==> src/rtl/seq_mul_pkg.sv <==
// rtl/seq_mul_pkg.sv - shared state type and width helpers for the sequential multiplier
package seq_mul_pkg;

  typedef enum logic [1:0] {
    IDLE = 2'd0,
    RUN  = 2'd1,
    DONE = 2'd2
  } seq_mul_state_t;

  // Full product width for a given operand width.
  function automatic int prod_width(input int w);
    return 2 * w;
  endfunction

  // Iteration counter must hold the value WIDTH itself.
  function automatic int cnt_width(input int w);
    return $clog2(w + 1);
  endfunction

endpackage

==> src/rtl/seq_mul_sign_adj.sv <==
// rtl/seq_mul_sign_adj.sv - conditional two's-complement negate (magnitude / sign restore)
module seq_mul_sign_adj #(
  parameter int W = 8
) (
  input  logic [W-1:0] i_val,
  input  logic         i_neg,
  output logic [W-1:0] o_val
);

  // Negating the most-negative value yields the same bit pattern, which read
  // as unsigned is exactly its magnitude, so no special case is needed.
  assign o_val = i_neg ? (~i_val + W'(1)) : i_val;

endmodule

==> src/rtl/seq_mul_param.sv <==
// rtl/seq_mul_param.sv - parametrised shift-add multiplier with start/busy/done handshake
module seq_mul_param
  import seq_mul_pkg::*;
#(
  parameter int WIDTH = 8
) (
  input  logic                             clk,
  input  logic                             rst,
  input  logic                             start,
  input  logic                             signed_mode,
  input  logic [WIDTH-1:0]                 a,
  input  logic [WIDTH-1:0]                 b,
  output logic                             busy,
  output logic                             done,
  output logic [prod_width(WIDTH)-1:0]     product
);

  localparam int PW = prod_width(WIDTH);
  localparam int CW = cnt_width(WIDTH);

  seq_mul_state_t r_state;
  seq_mul_state_t w_next_state;
  logic           w_accept;
  logic           w_last;

  logic [CW-1:0]    r_cnt;
  logic [PW:0]      r_acc;
  logic [WIDTH-1:0] r_a;
  logic [WIDTH-1:0] r_b;
  logic             r_neg;
  logic [PW-1:0]    r_product;

  logic [WIDTH-1:0] w_mag_a;
  logic [WIDTH-1:0] w_mag_b;
  logic [WIDTH:0]   w_sum;
  logic [PW:0]      w_acc_pre;
  logic [PW:0]      w_acc_next;
  logic [PW-1:0]    w_prod_final;

  seq_mul_sign_adj #(.W(WIDTH)) u_mag_a (
    .i_val (a),
    .i_neg (signed_mode & a[WIDTH-1]),
    .o_val (w_mag_a)
  );

  seq_mul_sign_adj #(.W(WIDTH)) u_mag_b (
    .i_val (b),
    .i_neg (signed_mode & b[WIDTH-1]),
    .o_val (w_mag_b)
  );

  // Upper half of the accumulator plus multiplicand; bit PW of r_acc is always
  // zero after a shift, so the sum never overflows WIDTH+1 bits.
  assign w_sum      = r_acc[PW:WIDTH] + {1'b0, r_a};
  assign w_acc_pre  = r_b[0] ? {w_sum, r_acc[WIDTH-1:0]} : r_acc;
  assign w_acc_next = w_acc_pre >> 1;
  assign w_last     = (r_state == RUN) && (r_cnt == CW'(1));

  seq_mul_sign_adj #(.W(PW)) u_neg_p (
    .i_val (w_acc_next[PW-1:0]),
    .i_neg (r_neg),
    .o_val (w_prod_final)
  );

  // State register.
  always_ff @(posedge clk) begin
    if (rst) begin
      r_state <= IDLE;
    end else begin
      r_state <= w_next_state;
    end
  end

  // Next-state decode, request acceptance and status outputs.
  always_comb begin
    w_next_state = r_state;
    w_accept     = 1'b0;
    busy         = 1'b0;
    done         = 1'b0;
    unique case (r_state)
      IDLE: begin
        if (start) begin
          w_accept     = 1'b1;
          w_next_state = RUN;
        end
      end
      RUN: begin
        busy = 1'b1;
        if (r_cnt == CW'(1)) begin
          w_next_state = DONE;
        end
      end
      DONE: begin
        done = 1'b1;
        if (start) begin
          w_accept     = 1'b1;
          w_next_state = RUN;
        end else begin
          w_next_state = IDLE;
        end
      end
      default: begin
        w_next_state = IDLE;
      end
    endcase
  end

  // Operand latch on accept, one shift-add step per RUN cycle, product capture on the last step.
  always_ff @(posedge clk) begin
    if (rst) begin
      r_cnt     <= '0;
      r_acc     <= '0;
      r_a       <= '0;
      r_b       <= '0;
      r_neg     <= 1'b0;
      r_product <= '0;
    end else if (w_accept) begin
      r_a   <= w_mag_a;
      r_b   <= w_mag_b;
      r_neg <= signed_mode & (a[WIDTH-1] ^ b[WIDTH-1]);
      r_cnt <= CW'(WIDTH);
      r_acc <= '0;
    end else if (r_state == RUN) begin
      r_acc <= w_acc_next;
      r_b   <= r_b >> 1;
      r_cnt <= r_cnt - CW'(1);
      if (w_last) begin
        r_product <= w_prod_final;
      end
    end
  end

  assign product = r_product;

endmodule

==> config.mk <==
export PLATFORM = sky130hd
export DESIGN_NAME = seq_mul_param
export DESIGN_NICKNAME = d
export VERILOG_FILES = /design/src/rtl/seq_mul_pkg.sv /design/src/rtl/seq_mul_sign_adj.sv /design/src/rtl/seq_mul_param.sv
export SDC_FILE = /design/constraint.sdc
export NUM_CORES = 1
export LEC_CHECK = 0
export ABC_CLOCK_PERIOD_IN_PS = 2500
export CAP_MARGIN = 15
export CORE_UTILIZATION = 27
export DETAILED_ROUTE_END_ITERATION = 12
export MAX_ROUTING_LAYER = met4
export PLACE_DENSITY = 0.5
export SETUP_SLACK_MARGIN = 0.4
export SLEW_MARGIN = 0
export SYNTH_ARGS = -nofsm -noshare
export SYNTH_HDL_FRONTEND = slang
export SYNTH_SLANG_ARGS = --single-unit
export TNS_END_PERCENT = 5
==> constraint.sdc <==
create_clock -name clk -period 2.5 [get_ports clk]
set_clock_uncertainty 0.2 [all_clocks]
set_input_delay 0.75 -clock clk [delete_from_list [all_inputs] [get_ports clk]]
set_output_delay 0.75 -clock clk [all_outputs]
set_load 0.03 [all_outputs]
==> summary.txt <==
Synth
  – Leading area contributor after synthesis: dfxtp_1
  – Post-synth EDFFs: 0
  – Top_reg_cell synth: dfxtp_1
  – Largest cells by area after synthesis: dfxtp_1 35%, nand2_1 7.8%, nor2_1 5.6%
  – Post-Syn Area: 3090 µm²
  – Synth Net Count: 424
  – Register area share after synthesis: 0.350
  – Top-area cell type share of the netlist area: 0.350
  – Cells after Synth: 390
  – Average size of a mapped cell: 7.92 µm²
  – Synth warn: 0
  – Ys async rst share: 0
  – Register bit total from synthesis: 54
  – Yosys cell types: 54

STA
  – Max Clock Freq: 399 MHz
  – Final setup margin: -0.00325 ns
  – Clock period minus worst slack: 2.50 ns
  – Final hold violation count: 0
  – Fin. max-slew vios: 0
  – RSZ-0062 raised after global routing: yes
  – Final worst path period share: 1.00
  – Worst Tran Pin Value: 0.549 ns
  – Final setup violation count: 1
  – Worst rel slew slack: 0.633

Place
  – Post-DP HPWL: 6040 µm
  – RePlAce Congestion: 0.784
  – Placement Setup Slack: -0.132 ns
  – IO buf count: 37

Clock tree
  – CTS clock-pin slew for the worst setup and hold paths: 0.07 ns
  – TritonCTS clock tree: done
  – Clock Root Buffer: clkbuf_16
  – Clock latency on the worst-skew pair: 0.29 ns
  – Hold buffer count at cts: 0
  – Number of buffers created by CTS: 5
  – Clk sink count: 54
  – Max H-tree Level: 2
  – Clock Path Buffers: 2

Drt
  – WL/cell: 13.7 µm
  – Avg Vias per Cell: 4.92
  – 1st-iter DRT viols: 81
  – DRC: 0
  – Total routed wirelength: 8210 µm
  – Antenna Nets Post-Route: 0
  – Vias post-DR: 2950
  – TritonRoute pass-1 iters: 4

Layout
  – Layout cell share with drive strength beyond 1: 0.239
  – Fill cells: 1118
  – Final Core Density: 0.401
  – Ant. Diodes: 0
  – Sequential cell area: 1090 µm²
  – Area Growth Syn to Fin: 42.7%
  – Final nets: 493
  – Area of the multi-input gates: 2120 µm²

Pwr
  – P_leak: 1.95 nW
  – VDD IR max: 350 µV
  – P per Cell Area: 504 nW/µm²
  – Total Power: 2.22 mW

Global route
  – Number of global-route vias before repair: 2869
  – Grt total ovfl: 0
  – First-pass GRT wire length: 13800 µm
  – Initial antenna violation count: 0
  – Largest net degree at the start of global routing: 35
  – GRT Total Usage: 0.151

Floorplan
  – Starting density of the core: 0.281
  – Core Rows: 38
  – # IOs: 38
  – Die area: 11900 µm²
  – Die W: 109 µm
  – Area of the core: 11000 µm²
  – Die Y: 109 µm

Worst setup path
  – Reg2reg setup slack: -0.003 ns
  – Crit path launch type: flip-flop
  – Slowest library cell on the worst path: fa_2
  – Crit-path cells: ha_4, fa_2, a21o_4, a221oi_4, mux2i_4, o41ai_2, xor2_1, o21ai_1
  – Crit path capture type: flip-flop
  – Slowest Stage Delay on Critical Path: 0.36 ns
  – Worst Path Arrival: 2.49 ns
  – Kind of critical path: flip-flop to flip-flop
  – Critical Path RT: 2.48 ns
  – Max FO, Critical Path: 4

Hold path
  – HP Class: flip-flop to flip-flop

Job
  – Total of max-cap violations: 0

Run status
  – Outcome: finished with violations
  – Failing checks: setup timing
## sequential cells by signal, summed over array words and instances, names as in the netlist
name / cells
product: 16
r_acc: 15
r_a: 8
r_b: 8
r_cnt: 4
r_state: 2
r_neg: 1
## timing repair
item | 4_1_cts | 5_1_grt
endpoints found under the hold margin | 0 | 0
resized for setup | 16 | 58
endpoints found under the setup margin | 40 | 46
pin swaps | 18 | 22
buffers inserted | 4 | 1
## metal layers
layer / share of wire / routed length [µm] / GRT usage
met1: 0.50 / 4070 / 0.198
met2: 0.47 / 3860 / 0.245
met3: 0.023 / 187 / 0.0197
met4: 0.012 / 98 / 0.0386
met5: 0 / 0 / -
## cell usage after synthesis, types with 10 or more instances
| library cell | number |
|---|---|
| nor2_1 | 46 |
| xor2_1 | 18 |
| clkbuf_1 | 18 |
| xnor2_1 | 10 |
| dfxtp_1 | 54 |
| a21oi_1 | 31 |
| inv_1 | 13 |
| ha_1 | 13 |
| nand2_1 | 64 |
| a211oi_1 | 20 |
## kinds of logic after synthesis
family                     Yosys count  synth area share
muxes                                4            0.0130
DFF                                 54             0.350
and+or+nand+nor                    159             0.234
xor gates and xnor gates            28            0.0794
AOI/OAI and AO/OA                   93             0.216
buffers and inverters               38            0.0478
adders and majority gates           14            0.0592
## layout by cell type (no fill, tap or decap), drive strengths merged, types with 4 or more instances in the layout
master	n
nand2b	7
inv	15
buf	48
o21ai	8
mux2i	4
ha	13
a311oi	9
dlymetal6s2s	23
or3	4
a21oi	31
clkdlybuf4s50	12
nand2	64
nand3	9
dfxtp	54
nor2	46
nor3	10
a211oi	23
xnor2	10
clkbuf	8
xor2	18
## power breakdown
group | switching (mW) | leakage (nW) | internal, mW | total [mW]
registers | 0.0439 | 0.443 | 0.904 | 0.948
logic | 0.285 | 1.43 | 0.266 | 0.552
clock network | 0.321 | 0.0729 | 0.398 | 0.719
## final cells by class
type,count,area share
clock inverters,2,0.00284
multi-input cells,298,0.481
clock buffers,6,0.0315
repair buffers,85,0.184
flip-flops and latches,54,0.248
inverters,15,0.0128
well taps,140,0.0398
## critical path: cells and delay by family (launching register included)
family	cells	cell delay, ns
multiplexers	1	0.13
AO/OA/AOI/OAI	4	1.01
XOR/XNOR	1	0.20
flip-flops	1	0.33
adder cells (fa/ha/maj)	2	0.52
## final timing paths
kind	cells after the start	start	end
hold / removal	2	product[13]	product[13]
hold reg to reg	2	product[13]	product[13]
setup reg to reg	8	r_acc[8]	product[15]
setup / recovery	8	r_acc[8]	product[15]
## metrics by stage
| stage | instance area (µm²) | hold WS [ns] | setup TNS (ns) | std cells |
|---|---|---|---|---|
| CTS | 4220 | 0.259 | 0 | 599 |
| detailed placement | 3960 | 0.250 | -0.634 | 587 |
| floorplan | 3160 | 0.236 | 0 | 390 |
| global route | 4410 | 0.284 | -0.384 | 600 |
| finish | 4410 | 0.250 | -0.00325 | 600 |
| global placement | 3960 | 0.247 | -0.450 | 587 |
Note: power is estimated with default switching activity, not from simulation.
